File: config.mk
export PLATFORM = sky130hd
export DESIGN_NAME = keypad_scanner
export DESIGN_NICKNAME = d
export VERILOG_FILES = /design/src/rtl/keypad_scanner.sv
export SDC_FILE = /design/constraint.sdc
export NUM_CORES = 1
export LEC_CHECK = 0
export CAP_MARGIN = 5
export CORE_MARGIN = 5
export CORE_UTILIZATION = 30
export DETAILED_ROUTE_END_ITERATION = 8
export SETUP_SLACK_MARGIN = 0.2
export SLEW_MARGIN = 20
export SYNTH_ARGS = -nofsm -noshare
export SYNTH_HDL_FRONTEND = slang
export SYNTH_SLANG_ARGS = --single-unit
export TNS_END_PERCENT = 100
File: constraint.sdc
create_clock -name clk -period 10.7 [get_ports clk]
set_input_delay 2.14 -clock clk [delete_from_list [all_inputs] [get_ports clk]]
set_output_delay 2.14 -clock clk [all_outputs]
set_load 0.01 [all_outputs]
File: src/rtl/keypad_scanner.sv
// 4x4 active-low matrix keypad scanner: column drive, 2-flop row sync, scan-level debounce, keycode encode.
// Optional held-key auto-repeat is built when KEYPAD_AUTOREPEAT_EN is defined.
module keypad_scanner #(
    parameter int SCAN_DIV       = 1000,
    parameter int DEBOUNCE_SCANS = 4,
    parameter int REPEAT_DELAY   = 32,
    parameter int REPEAT_PERIOD  = 8
) (
    input  logic       clk,
    input  logic       rst_n,
    input  logic [3:0] row_n,
    output logic [3:0] col_n,
    output logic       keystrobe,
    output logic [3:0] keycode,
    output logic       key_down
);
    localparam int DIVW = $clog2(SCAN_DIV);
    localparam int DBW  = $clog2(DEBOUNCE_SCANS + 1);

    typedef enum logic [1:0] {IDLE, PRESS_DB, HELD} state_t;
    typedef enum logic [1:0] {RES_NONE, RES_SINGLE, RES_MULTI} res_t;

    logic [3:0]      row_meta, row_sync;
    logic [DIVW-1:0] div_cnt;
    logic [1:0]      col;
    logic [2:0][3:0] samp;
    logic [3:0][3:0] scan_vec;
    logic            scan_done;
    logic            dwell_end;

    assign dwell_end = (div_cnt == DIVW'(SCAN_DIV - 1));

    // Rows are sampled on the last dwell cycle; the column-3 sample completes the scan.
    always_ff @(posedge clk or negedge rst_n) begin
        if (!rst_n) begin
            row_meta  <= 4'hF;
            row_sync  <= 4'hF;
            div_cnt   <= '0;
            col       <= 2'd0;
            col_n     <= 4'b1110;
            samp      <= '0;
            scan_vec  <= '0;
            scan_done <= 1'b0;
        end else begin
            row_meta  <= row_n;
            row_sync  <= row_meta;
            scan_done <= 1'b0;
            if (dwell_end) begin
                div_cnt <= '0;
                col     <= col + 2'd1;
                col_n   <= {col_n[2:0], col_n[3]};
                case (col)
                    2'd0: samp[0] <= ~row_sync;
                    2'd1: samp[1] <= ~row_sync;
                    2'd2: samp[2] <= ~row_sync;
                    default: begin
                        scan_vec  <= {~row_sync, samp};
                        scan_done <= 1'b1;
                    end
                endcase
            end else begin
                div_cnt <= div_cnt + 1'b1;
            end
        end
    end

    function automatic logic [3:0] key_map(input logic [1:0] r, input logic [1:0] c);
        key_map = 4'd0;
        case ({r, c})
            4'h0: key_map = 4'd1;   4'h1: key_map = 4'd2;
            4'h2: key_map = 4'd3;   4'h3: key_map = 4'd15;
            4'h4: key_map = 4'd4;   4'h5: key_map = 4'd5;
            4'h6: key_map = 4'd6;   4'h7: key_map = 4'd14;
            4'h8: key_map = 4'd7;   4'h9: key_map = 4'd8;
            4'hA: key_map = 4'd9;   4'hB: key_map = 4'd13;
            4'hC: key_map = 4'd10;  4'hD: key_map = 4'd0;
            4'hE: key_map = 4'd11;  default: key_map = 4'd12;
        endcase
    endfunction

    logic [4:0] hits;
    logic [1:0] hit_r, hit_c;
    res_t       scan_res;
    logic [3:0] scan_code;

    always_comb begin
        hits  = '0;
        hit_r = '0;
        hit_c = '0;
        for (int c = 0; c < 4; c++)
            for (int r = 0; r < 4; r++)
                if (scan_vec[c][r]) begin
                    hits  = hits + 5'd1;
                    hit_r = 2'(r);
                    hit_c = 2'(c);
                end
        scan_res  = (hits == 5'd0) ? RES_NONE : (hits == 5'd1) ? RES_SINGLE : RES_MULTI;
        scan_code = key_map(hit_r, hit_c);
    end

    state_t         state;
    logic [3:0]     cand;
    logic [DBW-1:0] db_cnt, rel_cnt, db_next, rel_next;

    assign db_next  = db_cnt + 1'b1;
    assign rel_next = rel_cnt + 1'b1;

`ifdef KEYPAD_AUTOREPEAT_EN
    localparam int RPW = $clog2(((REPEAT_DELAY > REPEAT_PERIOD) ? REPEAT_DELAY : REPEAT_PERIOD) + 1);
    logic [RPW-1:0] rpt_cnt, rpt_next;
    logic           rpt_started;
    assign rpt_next = rpt_cnt + 1'b1;
`endif

    always_ff @(posedge clk or negedge rst_n) begin
        if (!rst_n) begin
            state     <= IDLE;
            cand      <= '0;
            db_cnt    <= '0;
            rel_cnt   <= '0;
            keystrobe <= 1'b0;
            keycode   <= '0;
            key_down  <= 1'b0;
`ifdef KEYPAD_AUTOREPEAT_EN
            rpt_cnt     <= '0;
            rpt_started <= 1'b0;
`endif
        end else begin
            keystrobe <= 1'b0;
            if (scan_done) begin
                case (state)
                    IDLE: begin
                        if (scan_res == RES_SINGLE) begin
                            if (DEBOUNCE_SCANS == 1) begin
                                state     <= HELD;
                                keycode   <= scan_code;
                                keystrobe <= 1'b1;
                                key_down  <= 1'b1;
                            end else begin
                                state  <= PRESS_DB;
                                cand   <= scan_code;
                                db_cnt <= DBW'(1);
                            end
                        end
                    end
                    PRESS_DB: begin
                        if (scan_res == RES_SINGLE && scan_code == cand) begin
                            if (db_next == DBW'(DEBOUNCE_SCANS)) begin
                                state     <= HELD;
                                keycode   <= cand;
                                keystrobe <= 1'b1;
                                key_down  <= 1'b1;
                                db_cnt    <= '0;
                            end else begin
                                db_cnt <= db_next;
                            end
                        end else if (scan_res == RES_SINGLE) begin
                            cand   <= scan_code;
                            db_cnt <= DBW'(1);
                        end else begin
                            state  <= IDLE;
                            db_cnt <= '0;
                        end
                    end
                    HELD: begin
                        // Any contact, even a different key, holds off the release.
                        if (scan_res == RES_NONE) begin
                            if (rel_next == DBW'(DEBOUNCE_SCANS)) begin
                                key_down <= 1'b0;
                                state    <= IDLE;
                                rel_cnt  <= '0;
                            end else begin
                                rel_cnt <= rel_next;
                            end
                        end else begin
                            rel_cnt <= '0;
                        end
`ifdef KEYPAD_AUTOREPEAT_EN
                        if (scan_res == RES_SINGLE && scan_code == keycode) begin
                            if (rpt_next == (rpt_started ? RPW'(REPEAT_PERIOD) : RPW'(REPEAT_DELAY))) begin
                                keystrobe   <= 1'b1;
                                rpt_cnt     <= '0;
                                rpt_started <= 1'b1;
                            end else begin
                                rpt_cnt <= rpt_next;
                            end
                        end else begin
                            rpt_cnt     <= '0;
                            rpt_started <= 1'b0;
                        end
`endif
                    end
                    default: state <= IDLE;
                endcase
            end
        end
    end
endmodule

* After elaboration in Yosys (flattened, before gate mapping)
Memory sizes are Yosys's and may differ from the RTL's.
Cells that the tools add are included.
** Storage, ports and cells
- Register bits after elaboration :: 71
- ROM bits :: 64
- Input bits :: 6
- Word-level logic and storage cells :: 152
- Memories :: 1
** Memory list
- (no name shown) :: words 16, width 4, rd ports 1, clocked after Yosys merged registers in 0, wr ports 0, RTL line 69 : case ({r, c})
** Cells by class
- Add/sub/neg operators :: 19
- Eq/ne operators :: 18
- Muxes and demuxes :: 74
- Bitwise gates (word level) :: 2
- Reduce and logical (&&, ||, !) cells :: 18
** Operator list (count)
- 5-bit by 1-bit adder with 5-bit output (second input constant) :: 15
- 5-bit 2-to-1 mux :: 15
- 2-bit 2-to-1 mux :: 33
- 3-bit 2-to-1 mux :: 5
- 1-bit 2-to-1 mux :: 14
- 2-bit != test (second input constant) :: 6
- 6-bit AND reduction :: 2
- 10-bit by 1-bit adder with 10-bit output (second input constant) :: 1
- 10-bit equality test (second input constant) :: 1
- 10-bit 2-to-1 mux :: 1
- 2-bit AND reduction :: 5
- 4-bit 2-to-1 mux :: 2
- 4-bit case mux with 2 select lines :: 1
- 3-bit by 1-bit adder with 3-bit output (second input constant) :: 2
- 2-bit by 1-bit equality test with 1-bit output (second input constant) :: 3
- 3-bit equality test (second input constant) :: 2
- 2-bit logical NOT :: 3
- 3-bit != test (second input constant) :: 2
- 2-bit case mux with 3 select lines :: 1
- 3-bit case mux with 2 select lines :: 1
- 3-bit AND reduction :: 2
- 5-bit by 1-bit equality test with 1-bit output (second input constant) :: 1
- 5-bit logical NOT :: 1
- 2-bit equality test (second input constant) :: 2
- 9 further kinds :: 10

* Longest topological paths before layout
Gate-level depths: netlist of run 1.
- Word-level depth :: 39
- Depth in mapped cells :: 51

* Worst setup path before layout of run 1
OpenSTA, ideal clock, no wires.
- Kind :: register to register
- Start :: reg scan_vec[0] (netlist bit)
- End :: reg keycode[0]
- Library setup time :: 0.127 ns
- Data arrival time :: 9.488 ns
- Data required time :: 10.573 ns
- Path slack :: 1.085 ns
- Cell stages (with the launch flop) :: 50
- Period minus slack after synthesis :: 9.615 ns
- Cells stage by stage :: dfrtp_1 inv_1 ha_1 xor2_2 ha_1 nand2_1 o31ai_1 ha_1 mux2_2 ha_1 nand2_1 o41ai_1 or2_2 ha_1 mux2_2 ha_1 nor2b_1 nor2_1 [14 not listed] inv_1 ha_1 nand2_1 o21ai_0 ha_1 nand2_1 o21ai_0 o31a_1 ha_1 mux2_2 ha_1 xor2_1 nor3b_1 mux2i_1 nor4b_4 and4_1 buf_4 mux2_1
** On the way
- Longest elaborated chain between the ends :: 37
- Elaborated cells between the ends (all ways) :: 38
- Those cells by class :: add/sub: 15; eq/ne: 2; mux: 18; reduce/logical: 3
** Ends and longest elaborated chain
- from (decl) :: RTL line 27 : logic [3:0][3:0] scan_vec;
- from (signal assigned) :: RTL line 57 : scan_vec <= {~row_sync, samp};
- 1-bit 2-to-1 mux (*) :: RTL line 92 : if (scan_vec[c][r]) begin
- 5-bit by 1-bit adder with 5-bit output :: RTL line 93 : hits = hits + 5'd1;
- 5-bit 2-to-1 mux (*) :: RTL line 92
- 5-bit by 1-bit adder with 5-bit output :: RTL line 93
- 5-bit 2-to-1 mux (*) :: RTL line 92
- 5-bit by 1-bit adder with 5-bit output :: RTL line 93
- 5-bit 2-to-1 mux (*) :: RTL line 92
- 5-bit by 1-bit adder with 5-bit output :: RTL line 93
- [21 not listed]
- 5-bit by 1-bit adder with 5-bit output :: RTL line 93
- 5-bit 2-to-1 mux (*) :: RTL line 92
- 5-bit by 1-bit equality test with 1-bit output :: RTL line 97 : scan_res = (hits == 5'd0) ? RES_NONE : (hits == 5'd1) ? RES_SINGLE : RES_MULTI;
- 2-bit 2-to-1 mux :: RTL line 97
- 2-bit 2-to-1 mux (*) :: RTL line 97
- 2-bit by 1-bit equality test with 1-bit output (*) :: RTL line 147 : if (scan_res == RES_SINGLE && scan_code == cand) begin
- 1-bit logical AND (*) :: RTL line 147
- 4-bit AND reduction (no line) (*)
- to (signal assigned) :: RTL line 136 : keycode <= scan_code;
- to (signal assigned) :: RTL line 150 : keycode <= cand;
- to (decl) :: RTL line 14 : output logic [3:0] keycode,
Mark *: on every way between the ends. The rest lies on a longest branch, timed or not.
A chain may end at the register's enable or synchronous reset.

* Final worst setup path of run 1
- Start :: reg scan_vec[1] (netlist bit)
- End :: reg keycode[1]
** On the way
- Longest elaborated chain between the ends :: 35
- Elaborated cells between the ends (all ways) :: 53
- Those cells by class :: add/sub: 14; eq/ne: 3; mux: 32; reduce/logical: 3; memory: 1
** Ends and longest elaborated chain (RTL line)
- 5-bit 2-to-1 mux :: 92
- 5-bit by 1-bit adder with 5-bit output :: 93
- 5-bit 2-to-1 mux :: 92
- 5-bit by 1-bit adder with 5-bit output :: 93
- 5-bit 2-to-1 mux :: 92
- 5-bit by 1-bit adder with 5-bit output :: 93
- 5-bit 2-to-1 mux :: 92
- 5-bit by 1-bit adder with 5-bit output :: 93
- [18 not listed]
- 5-bit 2-to-1 mux :: 92
- 5-bit by 1-bit adder with 5-bit output :: 93
- 5-bit 2-to-1 mux :: 92
- 5-bit by 1-bit equality test with 1-bit output :: 97
- 2-bit 2-to-1 mux (2 in series) :: 97
- 2-bit by 1-bit equality test with 1-bit output :: 147
- 1-bit logical AND (*) :: 147
- 4-bit AND reduction (no line) (*)
Marked as above.

==> results.sh, run 1 <==
export IMPL_p_int_mw=0.429
export IMPL_whs_ps=354
export IMPL_first_pass_iteration_count_of_the_detailed_router=4
export IMPL_postLayoutCellArea_mm2=0.00565
export IMPL_final_hold_violation_count=0
export IMPL_cts_htree_levels=3
export IMPL_timing_final_crit_share_pct=92.6
export IMPL_setup_worst_path_start_class="flop"
export IMPL_synth_async_reset_ratio_pct=100
export IMPL_hpwl_after_detailed_placement_mm=6.99
export IMPL_cts_tree="built"
export IMPL_synth_top_cells_by_area="sky130_fd_sc_hd__dfrtp_1, sky130_fd_sc_hd__ha_1, sky130_fd_sc_hd__dfstp_2"
export IMPL_ys_seq_area_share_pct=36.8
export IMPL_critical_path_top_cell_by_count="sky130_fd_sc_hd__ha_1"
export IMPL_filler_cell_count=1615
export IMPL_synth_ff_latch_count=71
export IMPL_clock_latency_late_sink_ps=330
export IMPL_design_die_area_mm2=0.0188
export IMPL_synth_area_leader_cell="sky130_fd_sc_hd__dfrtp_1"
export IMPL_hp_class="flop to flop"
export IMPL_timing_worst_slew_pin_value_ps=871
export IMPL_power_clock_fraction_pct=48.8
export IMPL_number_of_global_route_vias_before_repair=3568
export IMPL_die_width_um=137
export IMPL_place_inst=723
export IMPL_ant_nets=0
export IMPL_clock_buffers_created_by_tritoncts=9
export IMPL_layout_common_cells="sky130_fd_sc_hd__nand2_1, sky130_fd_sc_hd__dfrtp_1, sky130_fd_sc_hd__o21ai_0"
export IMPL_fin_skew_ps=2.84
export IMPL_synth_warning_count=0
export IMPL_finish_cell_count_without_fillers=749
export IMPL_syn2layout_area_growth_pct=16.2
export IMPL_fin_crit_period_ps=9910
export IMPL_gr_total_overflow=0
export IMPL_comb_power_share_pct=1.2
export IMPL_start_util_pct=30.6
export IMPL_setup_tns_ps=0
export IMPL_synth_top_cell_area_share_pct=30.9
export IMPL_drt_via_density=4.75
export IMPL_sw_frac_of_total_pct=21.2
export IMPL_final_nets=563
export IMPL_synth_area_mm2=0.00486
export IMPL_worstPathMaxFanout=7
export IMPL_synth_nets=540
export IMPL_outcome="finished, final reports clean"
export IMPL_layout_commonest_cell="sky130_fd_sc_hd__nand2_1"
export IMPL_ir_drop_uv=114
export IMPL_max_cap_violations=0
export IMPL_synthFlopType="sky130_fd_sc_hd__dfrtp_1"
export IMPL_timing_setup_critical_path_class="flop to flop"
export IMPL_placed_area_mm2=0.00524
export IMPL_floorplan_rows=46
export IMPL_wire_length_of_the_first_global_routing_pass_mm=16.3
export IMPL_path_clk_slew_ps=60
export IMPL_synth_area_per_inst_um2=9.63
export IMPL_critical_path_arrival_ps=10120
export IMPL_clock_sinks=71
export IMPL_drv_slew=0
export IMPL_power_leakage_nw=2.62
export IMPL_synth_edf_count=0
export IMPL_cts_root_buffer_cell="sky130_fd_sc_hd__clkbuf_16"
export IMPL_cts_hold_repair_buffers=0
export IMPL_synth_cell_type_count=67
export IMPL_post_layout_total_power_mw=0.545
export IMPL_io_pin_count=16
export IMPL_slew_headroom_pct=42.0
export IMPL_preCtsSetupSlack_ps=251
export IMPL_detail_route_drc_violations=0
export IMPL_cts_path_max_buffers=2
export IMPL_power_share_sequential_pct=50.0
export IMPL_switching_power_mw=0.116
export IMPL_gp_congestion=0.786
export IMPL_grt_start_max_net_pins=72
export IMPL_die_h_um=137
export IMPL_aggregate_global_route_resource_usage_pct=10.5
export IMPL_cp_end_kind="flop"
export IMPL_dr_total_vias=3555
export IMPL_synthCells=505
export IMPL_unrepaired_setup_endpoints_after_global_routing="no"
export IMPL_final_antenna_diode_count=0
export IMPL_design_core_area_mm2=0.0159
export IMPL_wire_per_inst_um=12.6
export IMPL_setup_viol=0
export IMPL_drt_iter0_markers=176
export IMPL_crit_required_ps=10910
export IMPL_postLayoutSetupSlackWorst_ps=792
export IMPL_critical_path_max_stage_delay_ps=360
export IMPL_crit_slowest_cell="sky130_fd_sc_hd__dfrtp_1"
export IMPL_numPortBuffers=15
export IMPL_fin_util_pct=35.6
export IMPL_powerDensity_mw_per_mm2=96.4
export IMPL_layout_drive_gt1_share_pct=15.4
export IMPL_grt_antenna_before_repair=0
export IMPL_max_freq_mhz=101
export IMPL_drt_total_wl_mm=9.42
[power by group through the flow]
| stage | Sequential [mW] | Clock, mW | Combinational (mW) |
|---|---|---|---|
| 6_report | 0.273 | 0.266 | 0.00667 |
| 5_1_grt | 0.273 | 0.286 | 0.00809 |
| 4_1_cts | 0.273 | 0.277 | 0.00722 |
| 3_5_place_dp | 0.277 | 0 | 0.00719 |
| 3_3_place_gp | 0.277 | 0 | 0.00710 |
| 2_1_floorplan | 0.277 | 0 | 0.00000266 |
[flip-flops by register name, indices dropped and copies added (netlist names)]
signal / count
scan_done: 1
col_n: 4
rel_cnt: 3
scan_vec: 16
samp: 12
key_down: 1
row_meta: 4
col: 2
db_cnt: 3
cand: 4
row_sync: 4
keycode: 4
state: 2
keystrobe: 1
div_cnt: 10
[what timing repair did]
action	CTS	global route
setup endpoints to repair	1	16
resized for setup	1	14
buffers inserted	0	10
pin swaps	0	4
[area by class of cell]
type | count | area (µm²) | share of cell area [%]
Clock inverter | 7 | 48.8 | 0.864
Clock buffer | 9 | 225 | 3.99
Multi-Input combinational cell | 391 | 2970 | 52.5
Sequential cell | 71 | 1790 | 31.7
Inverter | 27 | 101 | 1.79
Timing Repair Buffer | 28 | 246 | 4.36
Tap cell | 216 | 270 | 4.78
[cells in the mapped netlist (all sizes together) (4+ instances only)]
cell type / instances
nor2: 31
nand3b: 4
xor2: 17
o21ai: 44
nor3b: 5
nand4: 7
a21o: 4
nand3: 12
nor2b: 6
mux2: 21
dfrtp: 60
nand2: 68
ha: 29
mux2i: 10
and2: 6
nand2b: 6
xnor3: 10
dfstp: 11
a31oi: 4
clkbuf: 12
and3: 5
xnor2: 32
a21oi: 15
o31ai: 7
or2: 6
buf: 4
inv: 26
[logic make-up after synthesis]
family	after synthesis	share of synthesized area, %
and+or+nand+nor	169	17.4
AOI/OAI and AO/OA	102	13.3
DFF	71	36.8
xor gates and xnor gates	60	14.6
buffers and inverters	43	3.53
muxes	31	6.92
adders and majority gates	29	7.46
[worst max-delay path: cells and delay by family (launching register included)]
kind                       cells  cell delay [ps]
DFF                            1              360
AOI/OAI and AO/OA              9             1090
xor gates and xnor gates       2              350
and+or+nand+nor               15             2240
muxes                          5             1290
adders and majority gates     14             4040
buffers and inverters          4              430
[path summary, 6_finish.rpt]
kind	startpoint	to	slack, ps	cells past startpoint
max	scan_vec[1]$_DFFE_PN0P_	keycode[1]$_DFFE_PN0P_	790	49
min	row_meta[2]$_DFF_PN1_	row_sync[2]$_DFF_PN1_	350	0
max reg2reg	scan_vec[1]$_DFFE_PN0P_	keycode[1]$_DFFE_PN0P_	790	49
min reg2reg	row_meta[2]$_DFF_PN1_	row_sync[2]$_DFF_PN1_	350	0
max in group asynchronous	rst_n	scan_vec[2]$_DFFE_PN0P_	8060	2
min in group asynchronous	rst_n	rel_cnt[2]$_DFFE_PN0P_	1990	2
[layer usage]
metal	routed length [µm]	GRT usage (%)
met1	4410	13.2
met2	4660	18.0
met3	200	2.01
met4	148	3.71
met5	0	0
(Power assumes the default switching activity.)
==> run 2, diff against run 1 <==
- CORE_UTILIZATION: 30 -> 40
- SLEW_MARGIN: 20 -> 15
==> results.sh, run 2 (same netlist as run 1, synthesis figures left out) <==
export IMPL_worstPathMaxFanout=7
export IMPL_worst_hold_path_endpoint="row_sync[2]$_DFF_PN1_"
export IMPL_max_freq_mhz=102
export IMPL_largest_register_ff_count=16
export IMPL_grt_start_max_net_pins=72
export IMPL_post_layout_total_power_mw=0.621
export IMPL_layout_common_cells="sky130_fd_sc_hd__nand2_1, sky130_fd_sc_hd__dfrtp_1, sky130_fd_sc_hd__o21ai_0"
export IMPL_aggregate_global_route_resource_usage_pct=13.6
export IMPL_worst_r2r_cell_count=49
export IMPL_syn2layout_area_growth_pct=14.5
export IMPL_fin_util_pct=46.5
export IMPL_drv_slew=0
export IMPL_crit_slowest_cell="sky130_fd_sc_hd__ha_2"
export IMPL_drt_total_wl_mm=9.20
export IMPL_number_of_global_route_vias_before_repair=3479
export IMPL_gp_congestion=0.806
export IMPL_wire_per_inst_um=13.6
export IMPL_cts_htree_levels=3
export IMPL_max_flop_register="scan_vec"
export IMPL_detail_route_drc_violations=0
export IMPL_die_h_um=120
export IMPL_setup_viol=0
export IMPL_r2r_slack_ps=910
export IMPL_fin_skew_ps=7.23
export IMPL_clock_latency_late_sink_ps=330
export IMPL_crit_family="adder cells"
export IMPL_critical_path_top_cell_by_count="sky130_fd_sc_hd__ha_1"
export IMPL_io_pin_count=16
export IMPL_design_die_area_mm2=0.0145
export IMPL_max_cap_violations=0
export IMPL_setup_worst_path_start_class="flop"
export IMPL_layout_drive_gt1_share_pct=14.2
export IMPL_filler_cell_count=1107
export IMPL_numPortBuffers=15
export IMPL_grt_antenna_before_repair=0
export IMPL_hp_start="row_meta[2]$_DFF_PN1_"
export IMPL_hp_class="flop to flop"
export IMPL_reg2reg_end="keycode[0]$_DFFE_PN0P_"
export IMPL_timing_final_crit_share_pct=91.5
export IMPL_cts_tree="built"
export IMPL_final_antenna_diode_count=0
export IMPL_worstReg2RegStart="scan_vec[1]$_DFFE_PN0P_"
export IMPL_design_core_area_mm2=0.0120
export IMPL_timing_worst_slew_pin_value_ps=873
export IMPL_ant_nets=0
export IMPL_powerDensity_mw_per_mm2=112
export IMPL_layout_commonest_cell="sky130_fd_sc_hd__nand2_1"
export IMPL_cts_path_max_buffers=2
export IMPL_slew_headroom_pct=41.8
export IMPL_final_hold_violation_count=0
export IMPL_worstHoldPathCells=0
export IMPL_hpwl_after_detailed_placement_mm=6.73
export IMPL_clock_sinks=71
export IMPL_first_pass_iteration_count_of_the_detailed_router=4
export IMPL_outcome="finished, final reports clean"
export IMPL_gr_total_overflow=0
export IMPL_critical_path_arrival_ps=9990
export IMPL_cts_root_buffer_cell="sky130_fd_sc_hd__clkbuf_16"
export IMPL_crit_required_ps=10900
export IMPL_wire_length_of_the_first_global_routing_pass_mm=16.3
export IMPL_critical_path_max_stage_delay_ps=380
export IMPL_power_leakage_nw=2.63
export IMPL_dr_total_vias=3514
export IMPL_drt_via_density=5.21
export IMPL_cp_end_kind="flop"
export IMPL_path_clk_slew_ps=60
export IMPL_die_width_um=120
export IMPL_timing_setup_critical_path_class="flop to flop"
export IMPL_final_nets=558
export IMPL_ir_drop_uv=137
export IMPL_unrepaired_setup_endpoints_after_global_routing="no"
export IMPL_setup_tns_ps=0
export IMPL_cts_hold_repair_buffers=0
export IMPL_floorplan_rows=40
export IMPL_drt_iter0_markers=173
export IMPL_fin_crit_period_ps=9790
export IMPL_biggestRegsByFlops="scan_vec (16), samp (12), div_cnt (10)"
export IMPL_start_util_pct=40.6
export IMPL_cp_buffers_inverters=4
export IMPL_clock_buffers_created_by_tritoncts=9
-- run 2: power breakdown --
part | switching [mW] | leakage, nW | internal (mW) | total, mW
sequential | 0.00121 | 0.939 | 0.271 | 0.273
combinational | 0.00508 | 1.53 | 0.00162 | 0.00669
clock | 0.113 | 0.166 | 0.228 | 0.341
total | 0.119 | 2.63 | 0.501 | 0.621
-- run 2: repair_timing --
item	in CTS	in global routing
endpoints found under the setup margin	0	17
resized for setup	0	10
setup buffers	0	5
-- run 2: area by class of cell --
type                    instances  area (µm²)  area share, %
inverters                      27         101           1.82
clock buffers                   9         225           4.05
flip-flops and latches         71        1790           32.2
repair buffers                 23         209           3.75
multi-input cells             391        2940           52.8
clock inverters                 7         120           2.16
well taps                     147         184           3.30
-- run 2: worst max-delay path by stage --
stage | start | to | slack (ps) | cells after the start
6_report | scan_vec[1]$_DFFE_PN0P_ | keycode[0]$_DFFE_PN0P_ | 910 | 49
5_1_grt | scan_vec[1]$_DFFE_PN0P_ | keycode[0]$_DFFE_PN0P_ | 170 | 49
4_1_cts | scan_vec[1]$_DFFE_PN0P_ | keycode[0]$_DFFE_PN0P_ | 220 | 49
3_5_place_dp | scan_vec[1]$_DFFE_PN0P_ | keycode[0]$_DFFE_PN0P_ | 260 | 49
3_3_place_gp | scan_vec[0]$_DFFE_PN0P_ | keycode[2]$_DFFE_PN0P_ | 650 | 49
2_1_floorplan | scan_vec[0]$_DFFE_PN0P_ | keycode[0]$_DFFE_PN0P_ | 1080 | 49
-- run 2: through the flow --
step / worst slack (ps) / area [µm²] / cells / hold slack, ps
finish: 912 / 5570 / 675 / 354
global route: 170 / 5570 / 675 / 359
CTS: 221 / 5490 / 670 / 355
detailed placement: 260 / 5150 / 654 / 347
global placement: 647 / 5150 / 654 / 346
floorplan: 1080 / 4860 / 505 / 345
-- run 2: per-layer routing --
layer  share of wire (%)  vias up  global-route usage, %
li1                    -     1801                      -
met4                 1.6        0                   5.74
met1                  49     1655                   18.5
met3                 2.5       12                   2.10
met5                   0        -                      0
met2                  47       46                   21.6
